==> src/rtl/multiply_add.sv <==
// multiply_add: rebuilds a dividend as Q*D+R, the inverse of the
// 8/4 shift-subtract divider, using MSB-first shift-add.
//
// Ports:
//   clk        rising-edge clock
//   reset      synchronous active-high reset
//   start      begin an operation (sampled only in IDLE)
//   quoteint   quotient operand Q, 4-bit unsigned
//   divisor    divisor operand D, 4-bit unsigned
//   remainder  remainder operand R, 8-bit unsigned
//   dividend   low 8 bits of Q*D+R, registered
//   overflow   bit 8 of Q*D+R, registered
//   busy       high in LOAD, ADD and SHIFT
//   done       one-cycle pulse in DONE
module multiply_add (
  input  logic       clk,
  input  logic       reset,
  input  logic       start,
  input  logic [3:0] quoteint,
  input  logic [3:0] divisor,
  input  logic [7:0] remainder,
  output logic [7:0] dividend,
  output logic       overflow,
  output logic       busy,
  output logic       done
);

  localparam logic [2:0] S_IDLE  = 3'd0;
  localparam logic [2:0] S_LOAD  = 3'd1;
  localparam logic [2:0] S_ADD   = 3'd2;
  localparam logic [2:0] S_SHIFT = 3'd3;
  localparam logic [2:0] S_DONE  = 3'd4;

  logic [2:0] state;
  logic [2:0] state_nx;

  logic [8:0] acc;
  logic [3:0] q_reg;
  logic [3:0] d_reg;
  logic [1:0] idx;

  logic [7:0] dividend_q;
  logic       overflow_q;

  // Divisor weighted by the current quotient bit position.
  logic [8:0] addend;
  logic [8:0] acc_sum;
  logic       last_bit;

  assign addend   = {5'b0, d_reg} << idx;
  // Max result is 15*15+255 = 480, so 9 bits never wrap.
  assign acc_sum  = acc + addend;
  assign last_bit = (idx == 2'd0);

  always_comb begin
    state_nx = state;
    unique case (state)
      S_IDLE: begin
        if (start) begin
          state_nx = S_LOAD;
        end
      end
      S_LOAD: begin
        state_nx = S_ADD;
      end
      S_ADD: begin
        state_nx = S_SHIFT;
      end
      S_SHIFT: begin
        if (last_bit) begin
          state_nx = S_DONE;
        end else begin
          state_nx = S_ADD;
        end
      end
      S_DONE: begin
        state_nx = S_IDLE;
      end
      default: begin
        state_nx = S_IDLE;
      end
    endcase
  end

  always_ff @(posedge clk) begin
    if (reset) begin
      state <= S_IDLE;
    end else begin
      state <= state_nx;
    end
  end

  always_ff @(posedge clk) begin
    if (reset) begin
      acc   <= 9'd0;
      q_reg <= 4'd0;
      d_reg <= 4'd0;
      idx   <= 2'd0;
    end else begin
      unique case (state)
        S_LOAD: begin
          acc   <= {1'b0, remainder};
          q_reg <= quoteint;
          d_reg <= divisor;
          idx   <= 2'd3;
        end
        S_ADD: begin
          if (q_reg[idx]) begin
            acc <= acc_sum;
          end
        end
        S_SHIFT: begin
          if (!last_bit) begin
            idx <= idx - 2'd1;
          end
        end
        default: begin
        end
      endcase
    end
  end

  // Result registers only change on the SHIFT->DONE step, so
  // they hold through the next operation's LOAD/ADD/SHIFT.
  always_ff @(posedge clk) begin
    if (reset) begin
      dividend_q <= 8'd0;
      overflow_q <= 1'b0;
    end else if (state == S_SHIFT && last_bit) begin
      dividend_q <= acc[7:0];
      overflow_q <= acc[8];
    end
  end

  assign dividend = dividend_q;
  assign overflow = overflow_q;

  always_comb begin
    busy = 1'b0;
    done = 1'b0;
    unique case (state)
      S_LOAD:  busy = 1'b1;
      S_ADD:   busy = 1'b1;
      S_SHIFT: busy = 1'b1;
      S_DONE:  done = 1'b1;
      default: begin
      end
    endcase
  end

endmodule

==> config.mk <==
export PLATFORM = sky130hd
export DESIGN_NAME = multiply_add
export DESIGN_NICKNAME = d
export VERILOG_FILES = /design/src/rtl/multiply_add.sv
export SDC_FILE = /design/constraint.sdc
export NUM_CORES = 1
export LEC_CHECK = 0
export BUFFER_PORTS_ARGS = -buffer_cell sky130_fd_sc_hd__buf_4
export CORE_UTILIZATION = 30
export CTS_BUF_LIST = sky130_fd_sc_hd__clkbuf_8
export DETAILED_ROUTE_END_ITERATION = 7
export PLACE_DENSITY_LB_ADDON = 0.12
export SETUP_SLACK_MARGIN = 0.15
export SLEW_MARGIN = 20
export SYNTH_ARGS = -nofsm -noshare
export SYNTH_HDL_FRONTEND = slang
export SYNTH_SLANG_ARGS = --single-unit
export TNS_END_PERCENT = 10
==> constraint.sdc <==
create_clock -name clk -period 3.6 [get_ports clk]
set_input_delay 0.18 -clock clk [delete_from_list [all_inputs] [get_ports clk]]
set_output_delay 0.18 -clock clk [all_outputs]
set_load 0.005 [all_outputs]
# Word-level counts from Yosys, hierarchy flattened
# Index checks and enable logic that the tools add are counted.
totals:
  register_bits: 31
  latch_bits: 0
  mem_bits_rw: 0
  mem_bits_ro: 0
  inputBits: 19
  memories: 0
classes:
  n_addsub: 2
  n_mul: 0
  div_mod_pow: 0
  magnitude_cmp: 1
  n_eq_ne: 7
  shift: 1
  n_mux: 11
  bitwise_logic: 0
  n_reduce_logical: 8
op_table:
  columns: ["cell", "count"]
  rows:
  - ["case mux 9 bit (2 select lines)", 1]
  - ["case mux 3 bit (4 select lines)", 1]
  - ["adder 9 bit", 1]
  - ["2-to-1 mux 9 bit", 1]
  - ["left shift 4 x 2 -> 9 bit", 1]
  - ["== test 3 x 2 -> 1 bit (second input constant)", 2]
  - ["2-to-1 mux 3 bit", 2]
  - ["inequality test 2 bit (second input constant)", 3]
  - ["case mux 2 bit (2 select lines)", 1]
  - ["AND reduction 2 bit", 2]
  - ["nonzero test 2 bit", 2]
  - ["== test 3 x 1 -> 1 bit (second input constant)", 1]
  - ["== test 3 bit (second input constant)", 1]
  - ["zero test 3 bit", 1]
  - ["< comparator 2 x 3 -> 1 bit (second input constant)", 1]
  - ["2-to-1 mux 1 bit", 3]
  - ["OR reduction 3 bit", 1]
  - ["binary-select mux 1 bit (select 2 bit)", 1]
  - ["zero test 2 bit", 1]
  - ["2-to-1 mux 2 bit", 1]
  - ["subtractor 2 x 1 -> 2 bit (second input constant)", 1]
  - ["logical AND 1 bit", 1]

# Depth between registers and ports, before layout
# Gate-level depths: netlist (run 1).
logic_depth:
  ltp_word: 4
  mapped_depth: 11

# Worst setup path after synthesis (run 1)
# No wires, ideal clock.
synth_path:
  path_type: "flip-flop to flip-flop"
  start: "register idx[0]"
  end: "register acc[6]"
  setup_time_ps: 88
  t_arrival_ps: 2196
  required_ps: 3512
  setup_slack_ps: 1316
  path_stages_with_launch: 12
  path_cell_list: "dfxtp_1 clkbuf_1 inv_1 and3_1 ha_1 inv_1 fa_1 nor2b_1 o221ai_1 nor4_2 a21oi_1 a311oi_2"
synth_via:
  elab_chain_len: 4
synth_lines:
  columns: ["item", "line", "source"]
  rows:
  - ["start: declaration", "40", "logic [1:0] idx;"]
  - ["start signal: assignment", "114", "idx <= idx - 2'd1;"]
  - ["left shift 4 x 2 -> 9 bit / binary-select mux 1 bit (select 2 bit) (equally long branches)", "50, 108", null]
  - ["adder 9 bit / 2-to-1 mux 1 bit (equally long branches)", "52, 108", null]
  - ["2-to-1 mux 9 bit / inequality test 2 bit (equally long branches)", null, null]
  - ["case mux 9 bit (2 select lines) / AND reduction 2 bit (equally long branches)", null, null]
  - ["end signal: assignment", "102", "acc <= {1'b0, remainder};"]
  - ["end signal: assignment", "109", "acc <= acc_sum;"]
  - ["end: declaration", "37", "logic [8:0] acc;"]
# Several ways; a longest one is shown, not always the timed one. The select of a mux whose other input is x is not followed.
# A chain may end at the register's enable or synchronous reset.

# Worst setup path in the final report (run 1)
# Same ends and word-level chain as after synthesis.

==> results of run 1 <==
==> cell families after synthesis <==
| kind of cell | Yosys count |
|---|---|
| muxes | 6 |
| buffers and inverters | 16 |
| xor gates and xnor gates | 4 |
| and+or+nand+nor | 97 |
| adders and majority gates | 9 |
| AOI/OAI and AO/OA | 45 |
| DFF | 31 |
==> where the power goes <==
| part | switching, mW | internal (mW) |
|---|---|---|
| registers | 0.0248 | 0.363 |
| logic | 0.0860 | 0.0675 |
| clock network | 0.128 | 0.130 |
| total | 0.238 | 0.560 |
==> area by class of cell <==
| type | count | area [um2] |
|---|---|---|
| Fill cell | 593 | 3460 |
| Multi-Input combinational cell | 161 | 1010 |
| Sequential cell | 31 | 621 |
| Timing Repair Buffer | 29 | 218 |
| Tap cell | 72 | 90.1 |
| Clock buffer | 5 | 68.8 |
| Inverter | 7 | 26.3 |
| Clock inverter | 3 | 12.5 |
==> worst max-delay path: cells and delay by family (launching register included) <==
| family | cells | cell delay [ns] |
|---|---|---|
| mux | 1 | 0.12 |
| fa+ha+maj | 1 | 0.43 |
| simple gates | 3 | 0.73 |
| compound gates | 3 | 0.54 |
| flops | 1 | 0.59 |
==> Yosys cell counts (2+ instances only) <==
cell,count
a21oi_1,26
a221oi_1,2
mux2i_1,4
nand2_1,49
nand3_1,5
o22ai_1,2
nor2b_1,2
ha_1,8
nor4_1,2
inv_1,7
dfxtp_1,31
a311oi_2,6
clkbuf_1,3
nor3_1,5
and3_1,4
nand2b_1,3
xnor2_1,3
buf_6,2
buf_2,2
nor2_1,16
==> through the flow <==
| step | std cells | power, mW | worst slack [ns] | hold WS [ns] |
|---|---|---|---|---|
| after floorplan | 208 | 0.508 | 1.32 | 0.257 |
| after global placement | 300 | 0.552 | 1.13 | 0.430 |
| after detailed placement | 300 | 0.551 | 1.09 | 0.438 |
| after CTS | 308 | 0.813 | 1.08 | 0.133 |
| after global routing | 308 | 0.852 | 0.834 | 0.141 |
| final | 308 | 0.799 | 1.10 | 0.144 |
==> how the worst max path moves through the flow <==
stage | startpoint | end | slack (ns)
after global routing | idx[0]$_SDFFE_PP0P_ | acc[6]$_SDFFE_PP0P_ | 0.83
after global placement | idx[0]$_SDFFE_PP0P_ | acc[6]$_SDFFE_PP0P_ | 1.13
final | idx[0]$_SDFFE_PP0P_ | acc[6]$_SDFFE_PP0P_ | 1.10
after detailed placement | idx[0]$_SDFFE_PP0P_ | acc[6]$_SDFFE_PP0P_ | 1.09
after CTS | idx[0]$_SDFFE_PP0P_ | acc[6]$_SDFFE_PP0P_ | 1.08
after floorplan | idx[0]$_SDFFE_PP0P_ | acc[6]$_SDFFE_PP0P_ | 1.32
==> metal layers <==
| metal | track usage [%] | vias to the layer above | wire length (um) |
|---|---|---|---|
| li1 | - | 784 | - |
| met1 | 20.5 | 698 | 2070 |
| met2 | 23.5 | 31 | 1820 |
| met3 | 3.76 | 6 | 163 |
| met4 | 5.66 | 0 | 68 |
| met5 | 0 | - | 0 |
==> flow_summary.yaml, run 1 <==
yosys:
  netlist_area_um2: 1710
  synth-compound-area-share_pct: 18.6
  synth-main-ff-cell: "dfxtp_1"
  synth_top_area_share_pct: 36.3
  ys_seq_area_share_pct: 36.3
  synthSimpleGateAreaFrac_pct: 26.9
  synthMuxAreaShare_pct: 4.32
  syn-instance-count: 208
  async_flop_share_pct: 0
  synth_area_leaders: "dfxtp_1, nand2_1, a21oi_1"
  synth_top_family_by_area: "simple AND/OR/NAND/NOR gates"
  synth-seq-cells: 31
  yosys_warnings: 0
  synth.distinct_cells: 46
  synth_top_cell_by_area: "dfxtp_1"
  synth-adder-area-share_pct: 7.03
  synth_nets: 236
  avgSynthCellArea_um2: 8.22
  synth_edf_count: 0
  synth_xor_area_share_pct: 2.05
detailed_routing:
  wire_per_inst_um: 13.4
  post-route-drc-count: 0
  vias: 1519
  routed_via_density: 4.93
  drtIter0Drc: 63
  wl_um: 4120
  postRouteAntennaNets: 0
  drtPass1Iterations: 4
setup_path:
  timing.critical_path.cells: "mux2i_1 -> or2_2 -> fa_1 -> nor2b_1 -> o221ai_1 -> nor4_2 -> a21oi_1 -> a311oi_2"
  crit_path_end_kind: "register"
  cp_max_fo: 13
  cp-start-kind: "register"
  crit_required_ns: 3.80
  rr_worst_depth: 8
  cpPeakStageDelay_ns: 0.59
  reg2reg_to: "acc[6]$_SDFFE_PP0P_"
  crit_slowest_cell: "dfxtp_1"
  crit_arrival_ns: 2.70
  r2r-start: "idx[0]$_SDFFE_PP0P_"
  path_class: "register to register"
  r2r_setup_slack_ns: 1.10
job:
  cap_violations: 0
worst_hold_path:
  min_delay_worst_endpoint: "q_reg[2]$_SDFFE_PP0P_"
  hp-class: "primary input to register"
  holdPathStages: 3
  hp-start: "quoteint[2]"
layout:
  final_nets: 263
  syn_to_final_growth_pct: 19.5
  largest_reg_flops: 9
  antennaDiodeCount: 0
  final_core_util_pct: 37.1
  layout.cells.most_common_list: "nand2_1, dfxtp_1, buf_4, a21oi_1, nor2_1"
  largest-register: "acc"
  final_common_cell: "nand2_1"
  fin_area_um2: 2040
  drive_gt1_share_pct: 20.8
clock_tree:
  clkSlewWorstSetupHoldPaths_ns: 0.07
  postCtsHoldBufs: 0
  htree_levels: 2
  clock_sinks: 31
  clk_latency_ns: 0.28
  cts_tree: "built"
  cts_buffers: 5
  cts_setup_buffers: 0
  root_buffer: "clkbuf_8"
  cts.repair.resized: 0
  cts_buffer_depth: 2
floorplan:
  initial_core_util_pct: 31.0
  die_h_um: 77.5
  die_area_um2: 6000
  die_w_um: 77.5
  core-area_um2: 5510
  rows: 27
  pin_count: 30
power:
  peakVddDrop_mv: 0.132
  p_leak_nw: 0.788
  powerDensity_nw_per_um2: 391
global_route:
  grt_max_degree: 32
  grt_use_total_pct: 15.3
  grt_pass1_vias: 1436
  overflow: 0
  grt_first_pass_wirelength_um: 7110
  grt_antenna_before_repair: 0
place:
  dpl_cell_area_um2: 1960
  gp_congestion: 0.758
  hpwlAfterDp_um: 2990
  portBuffers: 29
timing:
  worstMarginPinSlew_ns: 0.732
  hold_viol_final: 0
  rsz0062_at_grt: "no"
  maxSlewHeadroom_pct: 51.0
  setup_viol: 0
  drv_slew: 0
  fmax_ghz: 0.401
  fin_tns_setup_ns: 0
  fin_crit_ns: 2.50
  skew_ns: 0.00585
  post-route-period-util_pct: 69.4
run_status:
  outcome: "complete, no violations"
Power figures use the tool's default switching activity.
==> run 2, diff against run 1 <==
clock period = 2.5 ns   (was 3.6 ns; I/O delays follow)
==> flow_summary.yaml, run 2 (synthesis results as in run 1) <==
clock_tree:
  htree_levels: 2
  cts_tree: "built"
  postCtsHoldBufs: 0
  clk_latency_ns: 0.28
  clkSlewWorstSetupHoldPaths_ns: 0.07
  root_buffer: "clkbuf_8"
  clock_sinks: 31
  cts_buffers: 5
  cts_buffer_depth: 2
detailed_routing:
  drtPass1Iterations: 4
  postRouteAntennaNets: 0
  post-route-drc-count: 0
  vias: 1530
  routed_via_density: 4.90
  wl_um: 4140
  drtIter0Drc: 66
  wire_per_inst_um: 13.3
place:
  dpl.cell_count: 302
  dpl_cell_area_um2: 1980
  gp_congestion: 0.797
  portBuffers: 29
  hpwlAfterDp_um: 2940
timing:
  drv_slew: 0
  maxSlewHeadroom_pct: 53.2
  fmax_ghz: 0.448
  post-route-period-util_pct: 89.2
  fin_crit_ns: 2.23
  worstMarginPinSlew_ns: 0.699
  rsz0062_at_grt: "yes"
  hold_viol_final: 0
  skew_ns: 0.00440
  fin_tns_setup_ns: 0
  setup_viol: 0
global_route:
  use_met3_pct: 3.65
  grt_use_met2_pct: 22.5
  grt_antenna_before_repair: 0
  grt_pass1_vias: 1412
  use_met1_pct: 21.0
  top_usage_layer: "met2"
  grt_max_degree: 32
  overflow: 0
  grt_use_total_pct: 15.3
  grt_first_pass_wirelength_um: 7070
power:
  p_leak_nw: 0.820
  peakVddDrop_mv: 0.264
  powerDensity_nw_per_um2: 615
setup_path:
  critical-path-top-delay-family: "simple AND/OR/NAND/NOR gates"
  timing.critical_path.cells: "mux2i_1 -> or2_2 -> fa_2 -> nor2b_4 -> o221ai_2 -> nor4_2 -> a21oi_1 -> a311oi_2"
  cp-start-kind: "register"
  crit_path_end_kind: "register"
  path_class: "register to register"
  cp_num_buf_inv: 0
  cpPeakStageDelay_ns: 0.47
  crit_slowest_cell: "dfxtp_1"
  crit_arrival_ns: 2.44
  crit_required_ns: 2.70
  cp_max_fo: 6
floorplan:
  pin_count: 30
  rows: 27
  core-area_um2: 5510
  initial_core_util_pct: 31.0
  die_area_um2: 6000
  die_h_um: 77.5
  die_w_um: 77.5
layout:
  fin_cells: 312
  seq_area_um2: 624
  drive_gt1_share_pct: 25.0
  fin_area_um2: 2130
  final_common_cell: "nand2_1"
  largest-register: "acc"
  layout.cells.most_common_list: "nand2_1, buf_4, dfxtp_1, a21oi_1, nor2_1"
  multi_input_area_um2: 1030
  nFillCells: 610
  final_nets: 267
  largest_reg_flops: 9
  syn_to_final_growth_pct: 24.6
  antennaDiodeCount: 0
job:
  cap_violations: 0
worst_hold_path:
  hp-class: "primary input to register"
run_status:
  outcome: "complete, no violations"
## run 2: per-layer routing
layer / share of wire, % / vias to the layer above
li1: - / 791
met1: 49 / 702
met2: 45 / 30
met3: 4.7 / 7
met4: 1.7 / 0
met5: 0 / -
## run 2: area by class of cell
| type | instances | area share (%) |
|---|---|---|
| Timing Repair Buffer | 33 | 11.5 |
| Clock inverter | 2 | 1.65 |
| Clock buffer | 6 | 3.88 |
| Tap cell | 72 | 4.23 |
| Multi-Input combinational cell | 161 | 48.2 |
| Inverter | 7 | 1.23 |
| Sequential cell | 31 | 29.3 |
## run 2: what timing repair did
action | in CTS | in global routing
endpoints found under the hold margin | 0 | 0
setup endpoints to repair | 4 | 4
setup buffers | 0 | 2
resized for setup | 3 | 5
pin swaps | 0 | 3
## run 2: final timing paths
check | cells after the start | slack (ns) | endpoint | start
max reg2reg | 8 | 0.27 | acc[6]$_SDFFE_PP0P_ | idx[0]$_SDFFE_PP0P_
min reg2reg | 2 | 0.45 | dividend[3]$_SDFFE_PP0P_ | dividend[3]$_SDFFE_PP0P_
max | 8 | 0.27 | acc[6]$_SDFFE_PP0P_ | idx[0]$_SDFFE_PP0P_
min | 3 | 0.08 | q_reg[2]$_SDFFE_PP0P_ | quoteint[2]
## run 2: worst register-to-register path, stage by stage, from the launching register on
cell and delay, ns:
dfxtp_1 0.47, mux2i_1 0.11, or2_2 0.31, fa_2 0.41
nor2b_4 0.14, o221ai_2 0.16, nor4_2 0.24, a21oi_1 0.08
a311oi_2 0.24
## run 2: through the flow
| step | total power, mW | hold slack (ns) | utilization, % | worst slack (ns) |
|---|---|---|---|---|
| after floorplan | 0.731 | 0.202 | - | 0.216 |
| after global placement | 0.794 | 0.370 | 35.9 | -0.00400 |
| after detailed placement | 0.792 | 0.380 | 35.9 | -0.00329 |
| after CTS | 1.32 | 0.0753 | 38.2 | 0.169 |
| after global routing | 1.39 | 0.0779 | 38.7 | 0.140 |
| final | 1.31 | 0.0841 | 38.7 | 0.269 |
## run 2: report_power, final
part / switching, mW / total [mW] / internal, mW
Clock: 0.198 / 0.520 / 0.322
Combinational: 0.129 / 0.235 / 0.106
Sequential: 0.0320 / 0.555 / 0.523
